[config.mk]
export PLATFORM = sky130hd
export DESIGN_NAME = shift_reg_en
export DESIGN_NICKNAME = d
export VERILOG_FILES = /design/src/rtl/shift_reg_en.sv
export SDC_FILE = /design/constraint.sdc
export NUM_CORES = 1
export LEC_CHECK = 0
export CAP_MARGIN = 30
export CORE_MARGIN = 2
export CORE_UTILIZATION = 40
export CTS_CLUSTER_SIZE = 25
export DETAILED_ROUTE_END_ITERATION = 8
export GPL_ROUTABILITY_DRIVEN = 0
export PLACE_DENSITY = 0.75
export SYNTH_ARGS = -nofsm -noshare
export SYNTH_HDL_FRONTEND = slang
export SYNTH_SLANG_ARGS = --single-unit
[constraint.sdc]
create_clock -name in_CLK -period 2 [get_ports in_CLK]
set_input_delay 0.4 -clock in_CLK [delete_from_list [all_inputs] [get_ports in_CLK]]
set_output_delay 0.4 -clock in_CLK [all_outputs]
set_load 0.02 [all_outputs]
[src/rtl/shift_reg_en.sv]
// rtl/shift_reg_en.sv - WIDTH-bit operand register with load/clear/shift/rotate/inc/dec and busy/done handshake
// Optional feature macro: SHIFT_REG_ARITH_SHR_EN (SHR fills with the sign bit instead of in_SIN)

module shift_reg_en #(
  parameter int                 WIDTH     = 8,
  parameter int                 AMT_W     = 3,
  parameter logic [WIDTH-1:0]   RESET_VAL = '0
) (
  input  logic               in_CLK,
  input  logic               in_RST_N,
  input  logic               in_EN,
  input  logic [2:0]         in_CMD,
  input  logic [WIDTH-1:0]   in_D,
  input  logic [AMT_W-1:0]   in_AMT,
  input  logic               in_SIN,
  output logic [WIDTH-1:0]   data_out,
  output logic               out_BUSY,
  output logic               out_DONE,
  output logic               out_SOUT,
  output logic               out_CARRY,
  output logic               out_ZERO
);

  typedef enum logic [2:0] {
    CMD_HOLD  = 3'b000,
    CMD_LOAD  = 3'b001,
    CMD_CLEAR = 3'b010,
    CMD_SHL   = 3'b011,
    CMD_SHR   = 3'b100,
    CMD_ROL   = 3'b101,
    CMD_INC   = 3'b110,
    CMD_DEC   = 3'b111
  } cmd_e;

  typedef enum logic {
    ST_IDLE  = 1'b0,
    ST_SHIFT = 1'b1
  } state_e;

  localparam logic [WIDTH-1:0] ONE_W   = {{(WIDTH-1){1'b0}}, 1'b1};
  localparam logic [AMT_W-1:0] ONE_AMT = {{(AMT_W-1){1'b0}}, 1'b1};

  state_e             state_q, state_d;
  cmd_e               cmd_q, cmd_d;
  logic [WIDTH-1:0]   data_q, data_d;
  logic [AMT_W-1:0]   cnt_q, cnt_d;
  logic               done_q, done_d;
  logic               sout_q, sout_d;
  logic               carry_q, carry_d;

  logic               shr_fill;
  cmd_e               cmd_in;

  assign cmd_in = cmd_e'(in_CMD);

  // SHR fill bit: sign bit for arithmetic shift, otherwise the serial input
`ifdef SHIFT_REG_ARITH_SHR_EN
  assign shr_fill = data_q[WIDTH-1];
`else
  assign shr_fill = in_SIN;
`endif

  // Next-state logic: command acceptance in IDLE, one-bit-per-cycle shifting in SHIFT
  always_comb begin
    state_d = state_q;
    cmd_d   = cmd_q;
    data_d  = data_q;
    cnt_d   = cnt_q;
    done_d  = 1'b0;
    sout_d  = sout_q;
    carry_d = carry_q;

    case (state_q)
      ST_IDLE: begin
        if (in_EN) begin
          case (cmd_in)
            CMD_HOLD: begin
              // nothing changes and no completion pulse
            end
            CMD_LOAD: begin
              data_d  = in_D;
              carry_d = 1'b0;
              done_d  = 1'b1;
            end
            CMD_CLEAR: begin
              data_d  = '0;
              carry_d = 1'b0;
              done_d  = 1'b1;
            end
            CMD_INC: begin
              data_d  = data_q + ONE_W;
              carry_d = &data_q;
              done_d  = 1'b1;
            end
            CMD_DEC: begin
              data_d  = data_q - ONE_W;
              carry_d = ~|data_q;
              done_d  = 1'b1;
            end
            CMD_SHL, CMD_SHR, CMD_ROL: begin
              carry_d = 1'b0;
              if (in_AMT == '0) begin
                // zero-length shift completes immediately without going busy
                done_d = 1'b1;
              end else begin
                cmd_d   = cmd_in;
                cnt_d   = in_AMT;
                state_d = ST_SHIFT;
              end
            end
            default: begin
            end
          endcase
        end
      end

      ST_SHIFT: begin
        case (cmd_q)
          CMD_SHL: begin
            data_d = {data_q[WIDTH-2:0], in_SIN};
            sout_d = data_q[WIDTH-1];
          end
          CMD_SHR: begin
            data_d = {shr_fill, data_q[WIDTH-1:1]};
            sout_d = data_q[0];
          end
          CMD_ROL: begin
            data_d = {data_q[WIDTH-2:0], data_q[WIDTH-1]};
            sout_d = data_q[WIDTH-1];
          end
          default: begin
          end
        endcase
        cnt_d = cnt_q - ONE_AMT;
        if (cnt_q == ONE_AMT) begin
          // last shift: result and done pulse appear together next cycle
          state_d = ST_IDLE;
          done_d  = 1'b1;
        end
      end

      default: begin
        state_d = ST_IDLE;
      end
    endcase
  end

  // State and output registers; reset aborts any shift without a done pulse
  always_ff @(posedge in_CLK or negedge in_RST_N) begin
    if (!in_RST_N) begin
      state_q <= ST_IDLE;
      cmd_q   <= CMD_HOLD;
      data_q  <= RESET_VAL;
      cnt_q   <= '0;
      done_q  <= 1'b0;
      sout_q  <= 1'b0;
      carry_q <= 1'b0;
    end else begin
      state_q <= state_d;
      cmd_q   <= cmd_d;
      data_q  <= data_d;
      cnt_q   <= cnt_d;
      done_q  <= done_d;
      sout_q  <= sout_d;
      carry_q <= carry_d;
    end
  end

  assign data_out  = data_q;
  assign out_BUSY  = (state_q == ST_SHIFT);
  assign out_DONE  = done_q;
  assign out_SOUT  = sout_q;
  assign out_CARRY = carry_q;
  assign out_ZERO  = (data_q == '0);

endmodule

; ---- Word-level counts from Yosys, hierarchy flattened
; Index checks and enable logic that the tools add are counted.
[totals]
ff_bits = 18
latchBits = 0
mem_bits_rw = 0
mem_bits_ro = 0
in_bits = 18
out_inout_bits = 13
wordCells = 64
n_memories = 0
[op_classes]
n_addsub = 3
multipliers = 0
n_div = 0
magnitude_cmp = 0
eq_ne = 16
shifts = 0
mux = 20
bitwise_logic = 2
reduce_logical = 16
[op_table]
columns = cell, count
row1 = 8-bit case mux with 4 select lines, 1
row2 = 8-bit case mux with 3 select lines, 1
row3 = 3-bit == test (second input constant), 6
row4 = 8-bit case mux with 2 select lines, 1
row5 = 3-bit by 2-bit == test with 1-bit output (second input constant), 3
row6 = 3-bit two-way mux, 3
row7 = 3-bit AND reduction, 3
row8 = 8-bit by 1-bit adder with 8-bit output (second input constant), 1
row9 = 8-bit logical NOT, 1
row10 = 8-bit two-way mux, 1
row11 = 1-bit case mux with 2 select lines, 4
row12 = 8-bit AND reduction, 1
row13 = 8-bit OR reduction, 1
row14 = 8-bit by 1-bit subtractor with 8-bit output (second input constant), 1
row15 = 1-bit two-way mux, 7
row16 = 3-bit by 1-bit == test with 1-bit output (second input constant), 2
row17 = 3-bit case mux with 2 select lines, 1
row18 = 5-bit by 1-bit != test with 1-bit output (second input constant), 1
row19 = 5-bit OR reduction, 1
row20 = 2-bit != test (second input constant), 2
row21 = 4-bit by 1-bit != test with 1-bit output (second input constant), 1
row22 = 4-bit AND reduction, 1
row23 = 4-bit OR reduction, 1
row24 = 3-bit logical NOT, 1
row25 = 10 further kinds, 11

; ---- Logic depth before layout (Yosys ltp)
; Gate-level depths: netlist of run 1.
[depth]
depth_word = 5
depth_mapped = 9
mapped_depth_nobuf = 8

; ---- Least setup slack after synthesis of run 1
; OpenSTA, ideal clock, no wires.
[synth_timing]
path_kind = input to register
startpoint = input in_CMD[2]
endpoint = register data_q[4], in the netlist data_out[4]
setup_ns = 0.122
arrival_ns = 1.970
path_slack_ns = -0.091
path_stages = 9
cell_sequence = buf_2 > nand3_1 > xnor2_1 > ha_1 > or4b_4 > o22ai_2 > a211o_1 > nand2_1 > a32o_1
[synth_between]
elab_chain_cells = 4
word_cells_on_any_way = 9
[synth_rtl]
columns = item, line
row1 = "start, declared", 12  ; input logic [2:0] in_CMD,
row2 = 3-bit == test (tied with other cells), 76  ; case (cmd_in)
row3 = 8-bit case mux with 4 select lines, 76
row4 = 8-bit two-way mux, 75  ; if (in_EN) begin
row5 = 8-bit case mux with 2 select lines, 73  ; case (state_q)
row6 = "end signal, assigned", 161  ; data_q <= data_d;
row7 = "end, declared", 45  ; logic [WIDTH-1:0] data_q, data_d;
; Parallel ways exist; a longest one is shown, timed or not. The select of a mux whose other input is x is not followed.
; A chain may end at the register's enable or synchronous reset.

; ---- Worst setup path in the final report of run 1
[layout_timing]
startpoint = register data_q[1], in the netlist data_out[1]
endpoint = output out_ZERO
[layout_between]
elab_chain_cells = 1
[layout_rtl]
columns = item, line
row1 = 8-bit logical NOT, 174  ; assign out_ZERO = (data_q == '0);
row2 = "end, declared", 21  ; output logic out_ZERO
; No other way between the ends.

==> results of run 1 <==
-- routing by layer --
metal | share of wire [%] | vias to the layer above
met4 | 0.93 | 0
met2 | 53 | 65
met3 | 4.9 | 6
met1 | 41 | 723
li1 | - | 732
met5 | 0 | -
-- placed cells by master (no fill, tap or decap), types with 2 or more instances in the layout --
| cell type | netlist | final |
|---|---|---|
| buf_4 | 1 | 31 |
| clkdlybuf4s50_1 | 0 | 26 |
| dfrtp_1 | 18 | 18 |
| nand2_1 | 16 | 16 |
| o21ai_0 | 14 | 14 |
| mux2i_1 | 10 | 10 |
| nor2_1 | 10 | 10 |
| inv_1 | 8 | 8 |
| a21oi_1 | 8 | 8 |
| mux2_2 | 6 | 6 |
| xnor2_1 | 5 | 5 |
| or3_1 | 4 | 4 |
| nor4_1 | 4 | 4 |
| clkbuf_8 | 0 | 4 |
| nor2b_1 | 3 | 3 |
| nand2b_1 | 3 | 3 |
| nor3_1 | 3 | 3 |
| a22oi_1 | 3 | 3 |
| o22ai_1 | 4 | 3 |
| nand3_2 | 1 | 2 |
| o31ai_1 | 2 | 2 |
| o21ai_1 | 2 | 2 |
| a221oi_1 | 2 | 2 |
| a211oi_1 | 2 | 2 |
| ha_1 | 3 | 2 |
| clkdlybuf4s15_1 | 0 | 2 |
-- cell families (layout without fill, tap and decap cells) --
logic type	count (synthesis)	in the layout
xor+xnor	5	5
buf+inv	19	73
mux	16	16
fa+ha+maj	3	3
simple gates	60	60
compound gates	49	49
flops	18	18
-- registers in the layout, indices dropped and copies added (netlist names) --
signal / count
data_out: 8
cmd_q: 3
cnt_q: 3
out_BUSY: 1
out_CARRY: 1
out_DONE: 1
out_SOUT: 1
-- path summary, 6_finish.rpt --
path | from | to | slack [ns]
worst max-delay path | data_out[1]$_DFFE_PN0P_ | out_ZERO | 0.02
worst min-delay path | in_RST_N | data_out[5]$_DFFE_PN0P_ | 0.48
worst max register to register | data_out[1]$_DFFE_PN0P_ | data_out[4]$_DFFE_PN0P_ | 0.06
worst min register to register | out_SOUT$_DFFE_PN0P_ | out_SOUT$_DFFE_PN0P_ | 0.50
max in group asynchronous | in_RST_N | data_out[0]$_DFFE_PN0P_ | 1.32
min in group in_CLK | out_SOUT$_DFFE_PN0P_ | out_SOUT$_DFFE_PN0P_ | 0.50
-- worst reg2reg max path: stages, from the launching register on --
cell and delay, ns:
dfrtp_1 0.39, buf_6 0.13, xnor2_1 0.12, ha_2 0.17, or4b_4 0.52, o22ai_4 0.14
a211o_1 0.12, nand2_1 0.05, a32o_1 0.20
-- final cells by class --
class / instances / area [um2]
repair buffers: 61 / 533.0
clock buffers: 4 / 55.05
flip-flops and latches: 18 / 450.4
inverters: 8 / 30.03
well taps: 48 / 60.06
multi-input cells: 133 / 960.9
fillers: 334 / 1516
-- repair_timing --
action,CTS,global route
buffers inserted,0,3
endpoints found under the hold margin,0,0
endpoints found under the setup margin,6,4
gates resized for setup,11,5
pin swaps,1,1
-- metrics by stage --
step | instance area [um2] | power, mW
6_report | 2090 | 3.025
5_1_grt | 2090 | 3.282
4_1_cts | 2058 | 2.964
3_5_place_dp | 1989 | 2.611
3_3_place_gp | 1989 | 2.577
2_1_floorplan | 1490 | 1.933
-- power groups by stage --
stage	sequential [mW]	combinational, mW	clock (mW)
after global placement	0.697	1.88	0
after global routing	0.738	2.22	0.330
after CTS	0.707	1.95	0.311
final	0.706	2.02	0.305
after detailed placement	0.704	1.91	0
after floorplan	0.832	1.10	0
==> results.md, run 1 <==
* Area Growth Syn to Fin at 41.41%
* RSZ-0062 raised after global routing: yes
* Seq pwr share at between 20% and 30%
* Die Wd at 64.78 um
* EDFF count, synth at 0
* Non-filler cells, final at between 200 and 300
* Gr ovfl total at 0
* Reg clk slew, reported paths at ~0.07 ns
* Startpoint types: flop
* Post-synth net total at roughly 190
* Top_reg_cell synth: dfrtp_1
* Worst Path Required at about 1.6 ns
* Cell Area, Synth at approximately 1500 um2
* Routed len/inst at approximately 15 um
* Fin worst setup slack at 0.02144 ns
* Skew-Pair Late Insertion Delay at 0.25 ns
* Worst-case vdd ir drop at 821.7 uV
* Core area at 3606 um2
* Top delay family on crit path: simple AND/OR/NAND/NOR gates
* TritonCTS buffer count at 3
* CP max-delay cell: or3_1
* Placed insts at roughly 270
* Nets@finish at around 250
* Leak Pwr at approximately 0.9 nW
* Cells taking the most area after synthesis: dfrtp_1 30%, mux2i_1 6.8%, o21ai_0 4.7%, mux2_2 4.6%, nand2_1 4.1%
* Share of the yosys chip area belonging to registers at a little under a third
* Post-synth top area share at ~30%
* DP HPWL at between 3000 and 4000 um
* GRT busiest layer: met2
* Pre-CTS setup slack at -0.4845 ns
* Initial antenna violation count at 0
* Final Hold Viols at 0
* Least-Margin Pin Slew at 0.5113 ns
* Vias in the first global route at 1494
* IO Pins at 31
* Hold crit path type: primary input to async pin
* Std-Cell Rows at 22
* IO Port Bufs at 30
* Internal power at about 1.7 mW
* Mean Syn Cell Area at between 8 and 9 um2
* Post-Synth Adder-Cell Area at 2.540%
* Total wire length at 4073 um
* Top cells by count, synth: 18 x dfrtp_1, 16 x nand2_1, 14 x o21ai_0
* Most area-hungry cell type in the Yosys netlist: dfrtp_1
* Post-synthesis simple-gate area fraction at between 20% and 30%
* Combinational share of power at between 60 and 70%
* Ant diodes at 0
* Pwr dens at 1448 nW/um2
* Total clock sinks at 18
* Largest family of logic cells by synthesized area: simple AND/OR/NAND/NOR gates
* Outcome: finished clean
* DIE HEIGHT at 64.78 um
* Sw Pwr at 1.321 mW
* FF-to-FF path depth at 8
* Crit path largest cell delay at 0.46 ns
* Setup TNS at 0 ns
* Die area at ~4200 um2
* Clock share of power at about 10%
* Fmax at around 0.51 GHz
* Mapped Cells at 170
* CP Cell Sequence: or3_1 -> nor4_4 -> buf_4
* Via density at 5.610
* GR Util met3 at about 2.3%
* First-pass GRT wire length at around 7000 um
* Critical Path AT at ~1.6 ns
* Crit-path max FO at 2
* Synth Area in Compound Gates at 21.76%
* First-iteration detailed-routing DRC count at roughly 170
* Fin Clk Skew at about 0.0032 ns
* Critical path capture point type: output pin
* Starting Density at about two fifths
* Mux cell area share after synthesis at 11.35%
* Max-slew violation count at 0
* CTS tree: built
* Largest net degree at the start of global routing at 19
* DR vias at 1526
* Routing usage on met1 at a little over a quarter
* Switching part of the total at approximately 44%
* Post-route ant nets at 0
* Final setup vio count at 0
* H-tree depth at 1
* DRC viols at 0
* #FFs+latches synth at 18
* Hold slack at roughly 0.48 ns
* Tcrit/Tclk final at between 90% and 100%
* Slew Limit Headroom at approximately two thirds
* WP buf/inv at 1
* Clock Tree Root: clkbuf_8
* 1st-pass router iterations at 4
* GRT Resource Usage Total at about a fifth
* CTS Buffer Depth at 2
* Critical path type: flop to output pin
* Max-cap violations at 0
* Fraction of registers with async set/reset at 100.0%
* Most common cell in the netlist: dfrtp_1
* Met2 Use GR at between 30% and 40%
* Post-synthesis xor/xnor area fraction at roughly 3%
* Crit path time final at approximately 2.0 ns
* Total of warnings raised by yosys at 0
* Layout cells sized above 1 at 25.00%
* Fin util at between 50% and 60%
* Hold_buf cts at 0
* WP depth at 3
* Synth unique cells at between 50 and 60
No activity file was read; power rests on OpenSTA's default activity.
==> run 2: changes to the inputs <==
==> constraint.sdc (replaced) <==
create_clock -name in_CLK -period 2 [get_ports in_CLK]
set_input_delay 0.3 -clock in_CLK [delete_from_list [all_inputs] [get_ports in_CLK]]
set_output_delay 0.3 -clock in_CLK [all_outputs]
set_load 0.02 [all_outputs]
==> run 2 against run 1 <==
Against the previous run:
- power rose by 1.2%
- largest power group unchanged
- combinational power rose by 2%
- critical path depth rose by 5
- critical endpoint is now data_out[4]$_DFFE_PN0P_
==> results.md, run 2 (synthesized netlist as in run 1, its figures left out) <==
* IO Port Bufs at 30
* Starting Density at around 41%
* Fmax at 0.5049 GHz
* Crit path capture: data_out[4]$_DFFE_PN0P_
* CP max-delay cell: or4b_4
* Post-route ant nets at 0
* Skew-Pair Late Insertion Delay at between 0.2 and 0.3 ns
* Fin util at between 50% and 60%
* Hold_buf cts at 0
* RSZ-0062 raised after global routing: yes
* Multi-input logic area at between 900 and 1000 um2
* H-tree depth at 1
* DRC viols at 0
* Final Hold Viols at 0
* Tcrit/Tclk final at around 99%
* DR vias at 1486
* Gr ovfl total at 0
* First-iteration detailed-routing DRC count at 97
* 1st-pass router iterations at 4
* Non-filler cells, final at 272
* FF-to-FF End: data_out[4]$_DFFE_PN0P_
* Sequential Area at ~450 um2
* Pwr dens at about 1500 nW/um2
* Reg2reg start: data_out[1]$_DFFE_PN0P_
* Tot Pwr at 3.061 mW
* Setup TNS at 0 ns
* Critical Path AT at 2.13 ns
* DIE HEIGHT at between 60 and 70 um
* Hold slack at ~0.37 ns
* Slew Limit Headroom at 70.51%
* Pre-CTS setup slack at -0.4616 ns
* Worst Path Required at 2.15 ns
* Die area at about 4200 um2
* CTS Buffer Depth at 2
* IO Pins at 31
* Commonest cells after routing, fill and taps aside: 30 x buf_4, 26 x clkdlybuf4s50_1, 18 x dfrtp_1
* First-pass GRT wire length at around 6200 um
* Max-cap violations at 0
* Layout cells sized above 1 at between 20% and 30%
* Number of flip-flops in the largest register at 8
* Fill count at ~330
* Routed len/inst at between 10 and 15 um
* Startpoint types: flop
* Worst-case vdd ir drop at between 600 and 700 uV
* Area Growth Syn to Fin at 42.51%
* Vias in the first global route at 1332
* Total clock sinks at 18
* Register-to-register setup slack at around 0.02 ns
* Critical path type: flop to flop
* Fin Clk Skew at about 0.006 ns
* Final setup vio count at 0
* Initial antenna violation count at 0
* Reg clk slew, reported paths at roughly 0.070 ns
* Most common cell after layout, fill and taps aside: buf_4
* Outcome: finished clean
* CTS tree: built
* Fin worst setup slack at 0.01944 ns
* Total wire length at around 4000 um
* Die Wd at roughly 65 um
* Hold crit path type: primary input to async pin
* Std-Cell Rows at 22
* Leak Pwr at roughly 0.88 nW
* Crit path time final at roughly 2.0 ns
* Final Cell Area at between 2000 and 2500 um2
* Crit-path max FO at 4
* Placed Instance Area at ~2000 um2
* DP HPWL at around 3000 um
* Nets@finish at 246
* Largest net degree at the start of global routing at 19
* Crit path largest cell delay at roughly 0.56 ns
* Placed insts at approximately 260
* Ant diodes at 0
* TritonCTS buffer count at 3
* GRT Resource Usage Total at about a fifth
* Clock Tree Root: clkbuf_8
* Via density at 5.463
* FF-to-FF path depth at 8
* CP Cell Sequence: buf_6 -> xnor2_1 -> ha_2 -> or4b_4 -> o22ai_4 -> a211o_1 -> nand2_1 -> a32o_1
* Core area at around 3600 um2
* Max-slew violation count at 0
* Critical path capture point type: flop
* Critical path origin: data_out[1]$_DFFE_PN0P_
* Least-Margin Pin Slew at approximately 0.44 ns
==> run 2: layout make-up <==
type | count | area share (%)
clock buffers | 4 | 2.614
inverters | 8 | 1.426
multi-input cells | 133 | 46.64
flip-flops and latches | 18 | 21.39
well taps | 48 | 2.852
repair buffers | 61 | 25.07
==> run 2: where the power goes <==
| group | switching (mW) | leakage (nW) | internal (mW) |
|---|---|---|---|
| clock network | 0.126 | 0.0288 | 0.175 |
| registers | 0.147 | 0.216 | 0.542 |
| logic | 1.06 | 0.634 | 1.01 |
| total | 1.33 | 0.879 | 1.73 |
==> run 2: worst min-delay path by stage <==
stage	end	slack, ns	depth (start not counted)	from
final	out_SOUT$_DFFE_PN0P_	0.37	2	in_RST_N
after CTS	out_SOUT$_DFFE_PN0P_	0.38	2	in_RST_N
after global routing	out_SOUT$_DFFE_PN0P_	0.40	2	in_RST_N
after floorplan	cmd_q[0]$_DFFE_PN0P_	0.004	0	in_RST_N
after global placement	out_CARRY$_DFFE_PN0P_	0.47	2	out_CARRY$_DFFE_PN0P_
after detailed placement	out_SOUT$_DFFE_PN0P_	0.49	2	out_SOUT$_DFFE_PN0P_
==> run 2: critical path: cells and delay by family, from the launching register on <==
kind,cells,cell delay (ns)
and+or+nand+nor,2,0.61
AOI/OAI and AO/OA,3,0.45
adders and majority gates,1,0.18
buffers and inverters,1,0.13
DFF,1,0.39
xor gates and xnor gates,1,0.12
==> run 2: metal layers <==
| layer | share of wire [%] | global-route usage [%] | up-vias |
|---|---|---|---|
| met4 | 1.9 | 6.915 | 0 |
| met3 | 5.9 | 2.431 | 8 |
| met2 | 50 | 32.60 | 50 |
| li1 | - | - | 736 |
| met1 | 42 | 24.35 | 692 |
| met5 | 0 | 0 | - |
==> run 2: what timing repair did <==
item / in CTS / in global routing
resized for setup: 11 / 8
pin swaps: 2 / 3
buffers inserted: 0 / 4
endpoints found under the setup margin: 4 / 4
==> run 3: changes to the inputs <==
CORE_UTILIZATION = 46   (was 40)
PLACE_DENSITY = 0.83   (was 0.75)
==> run 3 against run 2 <==
Against the previous run:
- flip-flop and latch count is the same
- critical path type unchanged
- die area fell by 12%
- via count grew 4.0%
==> results.md, run 3 (synthesized netlist as in run 1, its figures left out) <==
* Fill count at 264
* IO Pins at 31
* Clock Tree Root: clkbuf_4
* Critical path type: flop to flop
* Hold slack at between 0.3 and 0.4 ns
* Met2 Use GR at a little over two fifths
* Critical Path AT at 2.17 ns
* Reg clk slew, reported paths at ~0.10 ns
* Routed len/inst at roughly 16 um
* Final setup vio count at 0
* First-iteration detailed-routing DRC count at ~140
* Vias in the first global route at roughly 1500
* Max-cap violations at 0
* Routing usage on met1 at a little under a third
* Skew-Pair Late Insertion Delay at about 0.30 ns
* Final Hold Viols at 0
* Ant diodes at 0
* CP Cell Sequence: buf_6 -> xnor2_2 -> ha_2 -> or4b_4 -> o22ai_2 -> a21oi_1 -> o22ai_1 -> a21oi_1
* Fin Clk Skew at roughly 0.0081 ns
* DP HPWL at between 3000 and 4000 um
* GR Util met3 at under 10%
* Area Growth Syn to Fin at 39.71%
* DRC viols at 0
* Startpoint types: flop
* Largest net degree at the start of global routing at 19
* Die Wd at 60.68 um
* Worst Path Required at 2.18 ns
* Fin util at about two thirds
* Outcome: finished clean
* Crit-path max FO at 5
* CP most frequent cell: a21oi_1
* Initial antenna violation count at 0
* Commonest cells after routing, fill and taps aside: 32 x buf_4, 26 x clkdlybuf4s50_1, 18 x dfrtp_1
* Max-slew violation count at 0
* Layout cells sized above 1 at between 20% and 30%
* RSZ-0062 raised after global routing: yes
* Leak Pwr at 0.8776 nW
* WP buf/inv at 1
* TritonCTS buffer count at 3
* CTS tree: built
* Die area at about 3700 um2
* Fmax at roughly 0.50 GHz
* Slew Limit Headroom at 66.61%
* First-pass GRT wire length at about 6800 um
* Hold crit path type: primary input to async pin
* Tot Pwr at between 2 and 3 mW
* GRT Resource Usage Total at between 20% and 30%
* CTS Buffer Depth at 2
* Number of flip-flops in the largest register at 8
* DIE HEIGHT at slightly above 60 um
* Total clock sinks at 18
* Gr ovfl total at 0
* Core area at roughly 3100 um2
* Tcrit/Tclk final at between 90% and 100%
* DR vias at roughly 1500
* Via density at 5.747
* Top delay family on crit path: simple AND/OR/NAND/NOR gates
* CP max-delay cell: or4b_4
* Std-Cell Rows at 20
* Register-to-register setup slack at 0.009 ns
* 1st-pass router iterations at 4
* IO Port Bufs at 30
* Post-route ant nets at 0
* Crit path largest cell delay at between 0.5 and 0.6 ns
* Total wire length at ~4300 um
* Hold_buf cts at 0
* Least-Margin Pin Slew at around 0.5 ns
* Crit path time final at between 1.5 and 2 ns
* Pwr dens at around 1400 nW/um2
* Critical path capture point type: flop
* Worst-case vdd ir drop at ~760 uV
* Most common cell after layout, fill and taps aside: buf_4
* GRT busiest layer: met2
* Nets@finish at around 250
* Starting Density at 48.40%
* H-tree depth at 1
run 3: cell types whose count changed in the layout (fill, tap and decap cells not counted):
cell	delta
nor4_4	-1
xnor2_1	-1
a221oi_2	-1
a221oi_1	+1
a21oi_2	-1
nor4_2	+1
buf_4	+2
xnor2_2	+1
clkbuf_8	-4
clkbuf_4	+3
o22ai_4	-1
a21oi_1	+1
o22ai_2	+1
run 3: final cells by class:
cell class	count	area [um2]	share of cell area, %
multi-input cells	133	963.4	46.67
flip-flops and latches	18	450.4	21.82
well taps	44	55.05	2.667
inverters	8	30.03	1.455
clock buffers	3	22.52	1.091
repair buffers	63	543.0	26.30
run 3: worst paths after layout:
check,from,to,depth (start not counted)
max,data_out[1]$_DFFE_PN0P_,data_out[6]$_DFFE_PN0P_,8
min,in_RST_N,data_out[3]$_DFFE_PN0P_,2
max reg2reg,data_out[1]$_DFFE_PN0P_,data_out[6]$_DFFE_PN0P_,8
min reg2reg,out_CARRY$_DFFE_PN0P_,out_CARRY$_DFFE_PN0P_,2
max in group asynchronous,in_RST_N,out_DONE$_DFF_PN0_,2
min in group in_CLK,out_CARRY$_DFFE_PN0P_,out_CARRY$_DFFE_PN0P_,2
run 3: what timing repair did:
action | 4_1_cts | 5_1_grt
pin swaps | 1 | 1
setup endpoints to repair | 4 | 3
setup buffers | 0 | 3
hold endpoints to repair | 0 | 0
gates resized for setup | 11 | 5
run 3: layer usage:
metal	routed length [um]	share of wire [%]
met5	0	0
met4	64	1.5
met3	239	5.6
met2	2235	52
met1	1719	40
run 3: where the power goes:
group	switching [mW]	total [mW]	internal, mW
clock	0.111	0.182	0.0703
sequential	0.150	0.691	0.541
combinational	1.06	2.05	0.986
total	1.33	2.92	1.60
run 3: per-stage QoR:
step | TNS [ns] | setup WS (ns) | instance area, um2 | std cells
5_1_grt | -0.1115 | -0.07139 | 2064 | 269
2_1_floorplan | 0 | 0.0004259 | 1478 | 170
4_1_cts | 0 | 0.008296 | 2021 | 266
6_report | 0 | 0.008990 | 2064 | 269
3_5_place_dp | -2.188 | -0.4356 | 1992 | 263
3_3_place_gp | -1.608 | -0.3614 | 1992 | 263
==> edit 1 (config.mk and constraints of run 1) <==
Reset style: synchronous (`in_RST_N`), changed in one clocked block.
--- a/src/rtl/shift_reg_en.sv
+++ b/src/rtl/shift_reg_en.sv
@@ -148,3 +148,3 @@
   // State and output registers; reset aborts any shift without a done pulse
-  always_ff @(posedge in_CLK or negedge in_RST_N) begin
+  always_ff @(posedge in_CLK) begin
     if (!in_RST_N) begin
Behaviour: differs if in_RST_N is asserted again (counterexample within 4 cycles, from zero or initial values and one cycle with in_RST_N low); with in_RST_N held inactive, the same outputs for 10 cycles.
==> edit 1 against run 1 <==
  * The run now ends with negative setup slack left
  * Via count increased by 8.7%
  * Design area increased by 1.9%
  * Clock skew increased by 0.0025 ns
  * Worst hold slack improved by 0.043 ns
  * Area after synthesis increased by 7.5%
  * Routed wire length increased by 11%
  * Die area increased by 7.1%
  * Worst setup slack got worse by 0.13 ns
  * Sequential cell count unchanged
Power is not compared: it rests on default switching activity, and its combinational part moved more than twofold at a synthesized area within 25%.
==> edit 1: results (changes against run 1) <==
Status: finished, violations left
Failing checks: negative setup slack
Final WL: 4.534 mm (+11%)
Syn Area/Cell: 8.149 um^2 (-6.3%)
R2R Path Start: data_out[1]
Fin worst setup slack: -0.1111 ns (-0.1325 ns)
R2r worst-path depth: 6 (-2)
DRT iter0 DRCs: 153 (-7.8%)
Largest net degree at the start of global routing: 14 (-5)
Syn nets: 216 (+13%)
Vias per inst: 5.698 (+1.6%)
R2r endpoint: data_out[6]
Post-synthesis sequential area ratio: 0.2268 (-0.07805)
Worst-margin pin slew: 0.3775 ns (-0.1338 ns)
Met1 Use GR: 0.2859 (+0.01412)
First-pass GRT wire length: 7.617 mm (+9.0%)
R2R setup slack: 0.16 ns (+0.10 ns)
Met2 GRT Util: 0.3738 (-0.005104)
Critical Path AT: 1.71 ns (+0.13 ns)
CP max FO: 2 (unchanged)
Slowest cell on crit path: or4_4
Placed cell count: 287 (+8.3%)
Post-DP HPWL: 3.444 mm (+14%)
Ys async rst share: 0 (-1.000)
GR Layer Usage met3: 0.03885 (+0.01628)
Final setup violation count: 1 (+1)
Top cells by area, synth: dfxtp_1 (23%), mux2i_1 (5.0%), nand2_1 (4.3%), buf_6 (4.3%), nor2_1 (3.5%)
Nets: 265 (+7.7%)
Vias in the first global route: 1,640 (+9.8%)
HP Class: reg -> reg
Cell variety after synth: 61 (+13%)
Global Route Usage Sum: 0.2237 (+0.01419)
Synth top cells by count: dfxtp_1 (18), nand2_1 (18), nor2_1 (15)
Setup crit start: data_out[0]
Synth Flop Type: dfxtp_1
edit 1: changes by cell type after synthesis, sizes merged, moves of 4 or more:
| cell | before | now |
|---|---|---|
| nor2 | 11 | 15 |
| dfxtp | 0 | 18 |
| dfrtp | 18 | 0 |
| o21ai | 17 | 12 |
| clkbuf | 2 | 6 |
| nor4 | 5 | 1 |
| o22ai | 5 | 1 |
edit 1: layout make-up:
type	instances	area, um^2
sequential	18	360.3
clock buffer	4	55.05
multi-input combinational	150	1082
inverter	9	33.78
fill	366	1614
tap	48	60.06
timing repair buffer	62	538.0
edit 1: report_power, final:
group          switching (mW)  leakage [nW]  internal, mW
Combinational           0.244         0.739         0.249
Sequential             0.0213         0.147         0.385
Clock                   0.136        0.0288         0.175
edit 1: repair_timing:
item / in CTS / in global routing
pin swaps: 5 / 0
setup endpoints to repair: 4 / 1
gates resized for setup: 14 / 0
buffers inserted: 0 / 0
edit 1: cell families after synthesis:
group | synth area share
buf+inv | 0.1055
simple gates | 0.2480
xor+xnor | 0.04410
mux | 0.07165
fa+ha+maj | 0.02362
compound gates | 0.2803
flops | 0.2268
edit 1: critical path: cells and delay by family (launching register included):
kind / cells / cell delay (ns)
flip-flops: 1 / 0.31
buffers and inverters: 2 / 0.18
AND/OR/NAND/NOR: 2 / 0.97
edit 1: per-stage QoR:
step           setup WS [ns]  utilization  total power [mW]  setup TNS (ns)  hold slack (ns)
3_5_place_dp         -0.3838       0.5511            0.8929          -3.222           0.5077
5_1_grt              -0.1574       0.5689             1.272         -0.1574           0.5879
4_1_cts              -0.1167       0.5689             1.212         -0.1167           0.5290
3_3_place_gp         -0.3494       0.5511            0.8863          -2.777           0.5032
6_report             -0.1111       0.5689             1.211         -0.1111           0.5199
2_1_floorplan        0.01654            -            0.7096               0           0.5167
edit 1: worst min-delay path by stage:
stage / cells after the start / startpoint / slack [ns] / end
floorplan: 2 / cnt_q[1] / 0.52 / cnt_q[1]
global placement: 2 / out_CARRY / 0.50 / out_CARRY
detailed placement: 2 / out_CARRY / 0.51 / out_CARRY
CTS: 2 / out_CARRY / 0.53 / out_CARRY
global route: 2 / cnt_q[1] / 0.59 / cnt_q[1]
finish: 2 / out_CARRY / 0.52 / out_CARRY
edit 1: layer usage:
metal,vias up,wire length (um)
li1,809,-
met1,760,1930
met2,77,2128
met3,12,388
met4,0,87
met5,-,0
==> edit 2 (settings of run 1) <==
Made on the original files. The option `SHIFT_REG_ARITH_SHR_EN` is turned on by a define.
--- a/src/rtl/shift_reg_en.sv
+++ b/src/rtl/shift_reg_en.sv
@@ -2,2 +2,4 @@
 // Optional feature macro: SHIFT_REG_ARITH_SHR_EN (SHR fills with the sign bit instead of in_SIN)
+
+`define SHIFT_REG_ARITH_SHR_EN
 
Formal check against the unedited RTL: not equivalent (Yosys sat finds a counterexample within 4 cycles, from zero or initial values and one cycle with in_RST_N low).
==> edit 2 against run 1 <==
  * Sequential share of layout area up 0.47 points
  * Synthesized cell count is 2.4% higher
  * First-iteration DRC count decreased by 49%
  * Count of clock-buffer cells in the layout is the same
  * Total power fell by 5.8%
  * Cell count increased by 1.5%
  * Routed wire length down 0.52%
  * Worst setup slack improved by 0.036 ns
  * Design area is 1.9% lower
  * Sequential cell count unchanged
  * Utilization up 2.1 points
  * Area after synthesis shrank 2.0%
  * Non-clock buffer count unchanged
  * Critical endpoint is now data_out[6]
  * Highest routed layer unchanged
==> edit 2: results (changes against run 1) <==
Final Skew: 0.0009090 ns (-0.002294 ns)
Signal buf overhead: 0.2569 (+0.001773)
Clock Latency Late Sink: 0.29 ns (+0.04 ns)
Nets: 252 (+2.4%)
Global Route Usage Sum: 0.2062 (-0.003404)
DP Area: 1999 um^2 (+0.50%)
Vias in the first global route: 1,422 (-4.8%)
Critical Path AT: 2.14 ns (+0.56 ns)
Register area: 451.7 um^2 (+0.28%)
Static leakage: 0.8875 nW (+1.3%)
Crit-path max cell delay: 0.39 ns (-0.07 ns)
Resize count post-CTS: 10 (-1)
Syn nets: 195 (+2.1%)
Drt pass-1 iters: 6 (+2)
Worst slack, placed: -0.4325 ns (+0.05199 ns)
Syn Inst Count: 174 (+2.4%)
Post-synthesis sequential area ratio: 0.3111 (+0.006323)
Cell variety after synth: 52 (-3.7%)
Post-DP HPWL: 3.188 mm (+5.3%)
Status: finished, final reports clean
Sequential cell count: 18 (unchanged)
Slowest cell on crit path: or3b_1
Filler cells: 316 (-5.4%)
DR WL met3: 306 um (+54%)
R2r worst-path depth: 6 (-2)
## edit 2: cells by family after synthesis
group                    share of synthesized area
flip-flops                                  0.3111
buffers and inverters                      0.05012
XOR/XNOR                                   0.04235
multiplexers                                0.1098
AND/OR/NAND/NOR                             0.2524
AO/OA/AOI/OAI                               0.2083
adder cells (fa/ha/maj)                    0.02593
## edit 2: worst max-delay path by stage
stage | depth (start not counted) | from | slack (ns) | to
after detailed placement | 7 | in_CMD[1] | -0.43 | data_out[6]
after floorplan | 2 | data_out[0] | 0.03 | out_ZERO
after global routing | 3 | data_out[0] | 0.01 | out_ZERO
after global placement | 7 | in_CMD[1] | -0.37 | data_out[6]
final | 7 | in_CMD[2] | 0.06 | data_out[6]
after CTS | 3 | data_out[0] | 0.03 | out_ZERO
## edit 2: where the power goes
group | switching, mW | total, mW | internal (mW)
registers | 0.143 | 0.685 | 0.543
clock network | 0.120 | 0.231 | 0.111
logic | 0.979 | 1.93 | 0.954
